### config.mk
export PLATFORM = sky130hd
export DESIGN_NAME = ifetch_queue
export DESIGN_NICKNAME = d
export VERILOG_FILES = /design/src/rtl/ifetch_queue.sv
export SDC_FILE = /design/constraint.sdc
export NUM_CORES = 1
export LEC_CHECK = 0
export ABC_AREA = 1
export CAP_MARGIN = 20
export CORE_MARGIN = 2
export CORE_UTILIZATION = 57
export DETAILED_ROUTE_END_ITERATION = 8
export MAX_ROUTING_LAYER = met4
export PLACE_DENSITY = 0.8
export SYNTH_ARGS = -nofsm -noshare
export SYNTH_HDL_FRONTEND = slang
export SYNTH_SLANG_ARGS = --single-unit
export TNS_END_PERCENT = 100
### constraint.sdc
create_clock -name clk -period 6 [get_ports clk]
set_clock_uncertainty 0.1 [all_clocks]
set_input_delay 1.2 -clock clk [delete_from_list [all_inputs] [get_ports clk]]
set_output_delay 1.2 -clock clk [all_outputs]
set_load 0.05 [all_outputs]
### src/rtl/ifetch_queue.sv
// Instruction fetch unit with a credit-limited prefetch queue and redirect flush.
// Optional statistics counters are enabled with the IFQ_STATS_EN macro.
module ifetch_queue #(
  parameter int          DEPTH    = 4,
  parameter logic [31:0] RESET_PC = 32'h0000_0000
) (
  input  logic        clk,
  input  logic        rst,
  output logic        imem_req_valid,
  input  logic        imem_req_ready,
  output logic [31:0] imem_req_addr,
  input  logic        imem_resp_valid,
  input  logic [31:0] imem_resp_data,
  input  logic        redirect_valid,
  input  logic [31:0] redirect_pc,
  output logic        instr_valid,
  input  logic        instr_ready,
  output logic [31:0] instr,
  output logic [31:0] instr_pc
`ifdef IFQ_STATS_EN
  ,
  output logic [31:0] stat_fetched,
  output logic [31:0] stat_dropped
`endif
);

  localparam int PW = $clog2(DEPTH);
  localparam logic [PW+1:0] DEPTH_W = (PW+2)'(DEPTH);
  localparam logic [PW-1:0] PTR_ONE = 1;

  typedef enum logic {RUN, DRAIN} state_t;

  state_t        state_reg;
  logic [31:0]   fpc_reg;
  logic [31:0]   instr_mem  [DEPTH];
  logic [31:0]   pc_mem     [DEPTH];
  logic [31:0]   shadow_mem [DEPTH];
  logic [PW-1:0] wr_ptr_reg, rd_ptr_reg, sh_wr_reg, sh_rd_reg;
  logic [PW:0]   count_reg, outstanding_reg, drop_reg;
  logic [PW:0]   count_next, outstanding_next, drop_next;

  logic req_fire, resp_fire, resp_keep, consume, draining;

  // Credits cover both queued and in-flight words, so every response has a slot.
  assign imem_req_valid = ~rst & (({1'b0, count_reg} + {1'b0, outstanding_reg}) < DEPTH_W);
  assign imem_req_addr  = fpc_reg;

  assign draining  = (state_reg == DRAIN);
  assign req_fire  = imem_req_valid & imem_req_ready;
  assign resp_fire = imem_resp_valid & (outstanding_reg != '0);
  assign resp_keep = resp_fire & ~draining & ~redirect_valid;

  assign instr_valid = ~rst & (count_reg != '0);
  assign consume     = instr_valid & instr_ready & ~redirect_valid;
  assign instr       = instr_valid ? instr_mem[rd_ptr_reg] : '0;
  assign instr_pc    = instr_valid ? pc_mem[rd_ptr_reg] : '0;

  always_comb begin
    outstanding_next = outstanding_reg + (PW+1)'(req_fire) - (PW+1)'(resp_fire);
    count_next       = count_reg + (PW+1)'(resp_keep) - (PW+1)'(consume);
    drop_next        = drop_reg - (PW+1)'(resp_fire & draining);
    if (redirect_valid) begin
      count_next = '0;
      drop_next  = outstanding_next;
    end
  end

  always_ff @(posedge clk) begin
    if (rst) begin
      state_reg       <= RUN;
      fpc_reg         <= RESET_PC;
      wr_ptr_reg      <= '0;
      rd_ptr_reg      <= '0;
      sh_wr_reg       <= '0;
      sh_rd_reg       <= '0;
      count_reg       <= '0;
      outstanding_reg <= '0;
      drop_reg        <= '0;
    end else begin
      count_reg       <= count_next;
      outstanding_reg <= outstanding_next;
      drop_reg        <= drop_next;
      if (req_fire)
        sh_wr_reg <= sh_wr_reg + PTR_ONE;
      if (resp_fire)
        sh_rd_reg <= sh_rd_reg + PTR_ONE;
      if (redirect_valid) begin
        fpc_reg    <= redirect_pc & 32'hFFFF_FFFC;
        wr_ptr_reg <= '0;
        rd_ptr_reg <= '0;
        state_reg  <= (drop_next != '0) ? DRAIN : RUN;
      end else begin
        if (req_fire)
          fpc_reg <= fpc_reg + 32'd4;
        if (resp_keep)
          wr_ptr_reg <= wr_ptr_reg + PTR_ONE;
        if (consume)
          rd_ptr_reg <= rd_ptr_reg + PTR_ONE;
        if (draining && drop_next == '0)
          state_reg <= RUN;
      end
    end
  end

  // Storage carries no reset; validity is tracked by the counters above.
  always_ff @(posedge clk) begin
    if (req_fire)
      shadow_mem[sh_wr_reg] <= fpc_reg;
    if (resp_keep) begin
      instr_mem[wr_ptr_reg] <= imem_resp_data;
      pc_mem[wr_ptr_reg]    <= shadow_mem[sh_rd_reg];
    end
  end

`ifdef IFQ_STATS_EN
  logic [31:0] stat_fetched_reg, stat_dropped_reg;

  always_ff @(posedge clk) begin
    if (rst) begin
      stat_fetched_reg <= '0;
      stat_dropped_reg <= '0;
    end else begin
      if (resp_keep)
        stat_fetched_reg <= stat_fetched_reg + 32'd1;
      if (resp_fire & ~resp_keep)
        stat_dropped_reg <= stat_dropped_reg + 32'd1;
    end
  end

  assign stat_fetched = stat_fetched_reg;
  assign stat_dropped = stat_dropped_reg;
`endif

endmodule

==> results of run 1 <==
how the worst min path moves through the flow:
stage	startpoint	to	slack [ps]	cells past startpoint
floorplan	rd_ptr_reg[1]	register	340	2
global placement	rd_ptr_reg[1]	register	350	2
detailed placement	rd_ptr_reg[1]	register	350	2
CTS	rd_ptr_reg[1]	register	360	2
global route	rd_ptr_reg[1]	register	380	2
finish	rd_ptr_reg[1]	register	360	2
metrics by stage:
step	utilization, %	total power [mW]
6_report	68.4	6.72
5_1_grt	68.4	6.96
4_1_cts	68.3	6.75
3_5_place_dp	64.1	4.39
3_3_place_gp	64.1	4.35
2_1_floorplan	-	4.10
layer usage:
metal | track usage (%) | vias to the layer above | wire length, um
li1 | - | 5552 | -
met1 | 32.4 | 5515 | 15500
met2 | 39.2 | 550 | 18200
met3 | 4.24 | 64 | 3650
met4 | 7.45 | 0 | 759
met5 | - | - | 0
placed cells by master (no fill, tap or decap), types with 2 or more instances in the layout:
master / count
edfxtp_1: 368
nor2_1: 355
o21ai_0: 216
nand2_1: 129
clkdlybuf4s50_1: 99
a21oi_1: 91
inv_1: 79
buf_4: 76
dfxtp_1: 50
clkbuf_16: 43
nand3_1: 33
o22ai_1: 30
ha_1: 17
nor2_4: 12
clkinv_1: 12
nor2_2: 10
xor2_1: 8
a31oi_1: 6
clkbuf_1: 6
nand2_2: 5
and2_1: 4
nand4_1: 4
xnor2_1: 4
conb_1: 4
nand3b_1: 3
inv_2: 3
o21bai_1: 3
clkinvlp_4: 3
clkinv_2: 3
fa_1: 2
inv_6: 2
buf_12: 2
Yosys cell counts, types with 6 or more instances:
cell	n
nor2_2	8
dfxtp_1	52
inv_1	80
nor2_4	6
o21ai_0	216
edfxtp_1	368
o22ai_1	30
a21oi_1	91
xor2_1	8
ha_1	17
nand2_1	130
clkbuf_1	57
nor2_1	363
a31oi_1	6
buf_2	14
nand3_1	33
kinds of logic (layout without fill, tap and decap cells):
group           count (synthesis)  in the layout
fa+ha+maj                      19             19
compound gates                347            347
simple gates                  559            559
xor+xnor                       12             12
buf+inv                       164            332
flops                         420            420
other cells                     1              4
power groups by stage:
stage	Sequential [mW]	Clock, mW	Combinational (mW)
after floorplan	3.59	0	0.507
after global placement	3.56	0	0.785
after detailed placement	3.57	0	0.816
after CTS	3.51	2.41	0.826
after global routing	3.52	2.52	0.924
final	3.51	2.38	0.837
layout make-up:
cell class | instances | area [um2]
Fill cell | 2071 | 9370
Sequential cell | 420 | 12100
Tap cell | 390 | 488
Multi-Input combinational cell | 941 | 4500
Clock buffer | 49 | 1100
Inverter | 82 | 308
Clock inverter | 23 | 150
Timing Repair Buffer | 178 | 1630
worst min-delay path, cell delays in order, from the launching register on:
cell and delay, ps:
dfxtp_1 300, inv_1 60, a21oi_1 60
==> flow_summary.toml, run 1 <==
[outcome]
status = "finished clean"

[place]
dp.cells = 2010
dp.final_hpwl_mm = 21.5
routabilityCongestion = 0.906
io_buffers = 161
dpl_cell_area_um2 = 19000
post-place-ws_ps = 1490

[sta]
setup_ws_ps = 1460
timing.fmax_ghz = 0.220
worst_pin_slew_ps = 1040
rsz0062_at_grt = "no"
finalHoldViolations = 0
setup_violations = 0
whs_ps = 356
fin_setup_tns_ps = 0
finalCritPeriodShare_pct = 75.6
final.min_clock_period_ps = 4540
drv_slew = 0
max_slew_margin_pct = 30.5

[clock_network]
htreeDepth = 2
clock_sinks = 420
cts_tree = "yes"
tritoncts.num_buffers = 41
ctsHoldBuffers = 0
cts_buffer_depth = 3
cts_setup_buffers = 0
path_clk_slew_ps = 60
insertion_delay_ps = 520
cts-resized-gates = 0
root_buffer = "clkbuf_16"

[power]
power_density_nw_per_um2 = 332
internal-power_mw = 5.02
peakVddDrop_mv = 0.197
p_sw_mw = 1.70
swShare_pct = 25.3
clkPwrFrac_pct = 35.4
seqPwrFrac_pct = 52.1
cellLeakagePower_nw = 7.13
combPwrFrac_pct = 12.5

[die]
rows = 63
initial_core_util_pct = 58.0
die_area_um2 = 31600
core_um2 = 29600
die_y_um = 178
num_io_pins = 168
dieWidth_um = 178

[job]
cap_violations = 0

[detailed_routing]
dr.pass1.iters = 6
ant_nets = 0
wirelength_mm = 38.1
drt_iter0_drc = 1177
avgViaCountPerCell = 5.61
routedWlPerCell_um = 18.3
dr_total_vias = 11681
drc = 0

[critical_path]
cp.arrival_ps = 3240
endpoint = "instr[1]"
critical_path_depth = 6
crit_start = "rst"
path_delay_family = "buffers and inverters"
startpoint_type = "input pin"
r2r_setup_slack_ps = 3030
cp_common_cell = "buf_4"
crit_buf_inv = 4
worstPathRequired_ps = 4700
critPathMaxStageDelay_ps = 690
critPathMaxFanout = 62
critPathKind = "input pin to primary output"
r2r-start = "count_reg[2]"
timing.rr.end = "draining"
worst_path_max_delay_cell = "buf_4"
r2r_cells = 14
crit_path_cell_trace = "clkdlybuf4s50_1, inv_1, nand2_2, buf_4, a21oi_1, buf_4"
crit_path_end_kind = "primary output"

[global_route]
grt_pass1_vias = 11295
grt_max_degree = 97
grt_overflow = 0
antenna_found_initial = 0
grt_pass1_wl_mm = 58.0
grt_usage_pct = 24.5

[finish]
largest_register_ffs = 128
post-route-cell-area_um2 = 20300
nNetsFinal = 1753
final_cell_count_no_fill = 2083
reg.largest.list = "instr_mem (128), pc_mem (120), shadow_mem (120)"
drive_above_1_share_pct = 9.86
area_growth_pct = 17.9
regMostFlops = "instr_mem"
n_antenna_cell = 0

[synthesis]
synthFlopType = "edfxtp_1"
synth.top_cell.area_share_pct = 64.3
synthXorXnorAreaFrac_pct = 0.611
yosysSeqAreaShare_pct = 70.3
yosysWarnings = 0
synthTopCellsByArea = "edfxtp_1, nor2_1, o21ai_0"
synthArstFlopShare_pct = 0
muxShareOfSynthArea_pct = 0
synth_edf_count = 368
synth_cells = 1522
ys_seq_elements = 420
synth_top_family_by_area = "simple AND/OR/NAND/NOR gates"
synthDistinctLibCells = 33
yosysTopAreaCell = "edfxtp_1"
yosys.area_share.adder_pct = 1.47
synth-compound-area-share_pct = 10.4
netlist_area_um2 = 17200
yosys.area_share.simple_pct = 13.3
syn_avg_cell_area_um2 = 11.3

[worst_hold_path]
hold_class = "register to register"
Note: power is estimated with default switching activity, not from simulation.
==> run 2: changes to the inputs <==
Clock period 6 ns to 4.6 ns, I/O delays scaled along.
==> run 2 against run 1 <==
Worst setup slack got worse by 590 ps. Utilization increased by 3.0 points. Clock power increased by 39%. Combinational power increased by 36%. Highest routed layer unchanged. Power increased by 34%. Global-route usage increased by 0.73 points. Final cell count increased by 0.29%. Sequential cell count unchanged. Sequential power increased by 30%. Sequential share of layout area decreased by 2.5 points. Die area unchanged.
==> flow_summary.toml, run 2 (synthesis results as in run 1) <==
[die]
die_area_um2 = 31600
initial_core_util_pct = 58.0
num_io_pins = 168
core_um2 = 29600
die_y_um = 178
rows = 63
dieWidth_um = 178

[finish]
reg.largest.list = "instr_mem (128), pc_mem (120), shadow_mem (120)"
fillers = 1931
layout_commonest_cell = "edfxtp_1"
post-route-cell-area_um2 = 21200
n_antenna_cell = 0
nNetsFinal = 1760
final_cell_count_no_fill = 2089
largest_register_ffs = 128
drive_above_1_share_pct = 10.5
area_growth_pct = 23.1
final_cell_mix = "edfxtp_1, nor2_1, o21ai_0"
final_util_pct = 71.4
regMostFlops = "instr_mem"

[clock_network]
path_clk_slew_ps = 60
ctsHoldBuffers = 0
cts_tree = "yes"
root_buffer = "clkbuf_16"
cts-resized-gates = 0
tritoncts.num_buffers = 41
clock_sinks = 420
insertion_delay_ps = 530
cts_buffer_depth = 3
cts_setup_buffers = 0
htreeDepth = 2

[place]
io_buffers = 161
routabilityCongestion = 0.895
dpl_cell_area_um2 = 19900
dp.cells = 2018
dp.final_hpwl_mm = 22.7
post-place-ws_ps = 779

[critical_path]
cp.arrival_ps = 2710
r2r_setup_slack_ps = 1560
critPathMaxFanout = 25
critPathKind = "input pin to primary output"
worstPathRequired_ps = 3580
startpoint_type = "input pin"
crit_path_end_kind = "primary output"

[detailed_routing]
wirelength_mm = 38.9
dr.pass1.iters = 5
dr_total_vias = 11833
routedWlPerCell_um = 18.6
drc = 0
ant_nets = 0
avgViaCountPerCell = 5.66
drt_iter0_drc = 1149

[sta]
max_slew_margin_pct = 35.1
setup_ws_ps = 869
rsz0062_at_grt = "no"
whs_ps = 373
timing.fmax_ghz = 0.268
drv_slew = 0
setup_violations = 0
finalHoldViolations = 0
final.min_clock_period_ps = 3730
worst_pin_slew_ps = 974
fin_setup_tns_ps = 0
finalCritPeriodShare_pct = 81.1

[global_route]
grt_overflow = 0
antenna_found_initial = 0
grt_max_degree = 68
grt_pass1_wl_mm = 59.8
grt_pass1_vias = 11538
grt_usage_pct = 25.2

[job]
cap_violations = 0

[power]
total_power_mw = 9.03
cellLeakagePower_nw = 7.39
peakVddDrop_mv = 0.279
power_density_nw_per_um2 = 427

[outcome]
status = "finished clean"

[worst_hold_path]
hold_class = "register to register"
-- run 2: area by class of cell --
class	count	area, um2	area share (%)
Clock inverter	23	267	1.26
Multi-Input combinational cell	941	4490	21.2
Inverter	82	308	1.45
Timing Repair Buffer	185	2470	11.7
Tap cell	390	488	2.30
Sequential cell	420	12100	57.1
Clock buffer	48	1050	4.97
-- run 2: worst paths after layout --
kind                              startpoint  depth (start not counted)            to
worst min-delay path            sh_rd_reg[1]                          2  sh_rd_reg[1]
worst max register to register  count_reg[2]                         14      draining
worst max-delay path                     rst                          6  instr_pc[24]
worst min register to register  sh_rd_reg[1]                          2  sh_rd_reg[1]
-- run 2: layer usage --
metal  track usage [%]  part of all wire [%]  wire length [um]
met2              42.2                    49             19200
met4              6.83                   2.2               859
met3              3.21                   8.0              3110
met5                 -                     0                 0
met1              33.0                    41             15800
-- run 2: power by group --
part	switching [mW]	leakage (nW)	internal [mW]	total, mW
sequential	0.104	3.78	4.46	4.57
clock	1.35	0.645	1.97	3.32
combinational	0.782	2.97	0.360	1.14
-- run 2: critical path, cell delays in order --
cell	delay [ps]
clkdlybuf4s50_1	470
inv_1	120
nand2_2	320
buf_12	300
a21oi_1	370
buf_12	190
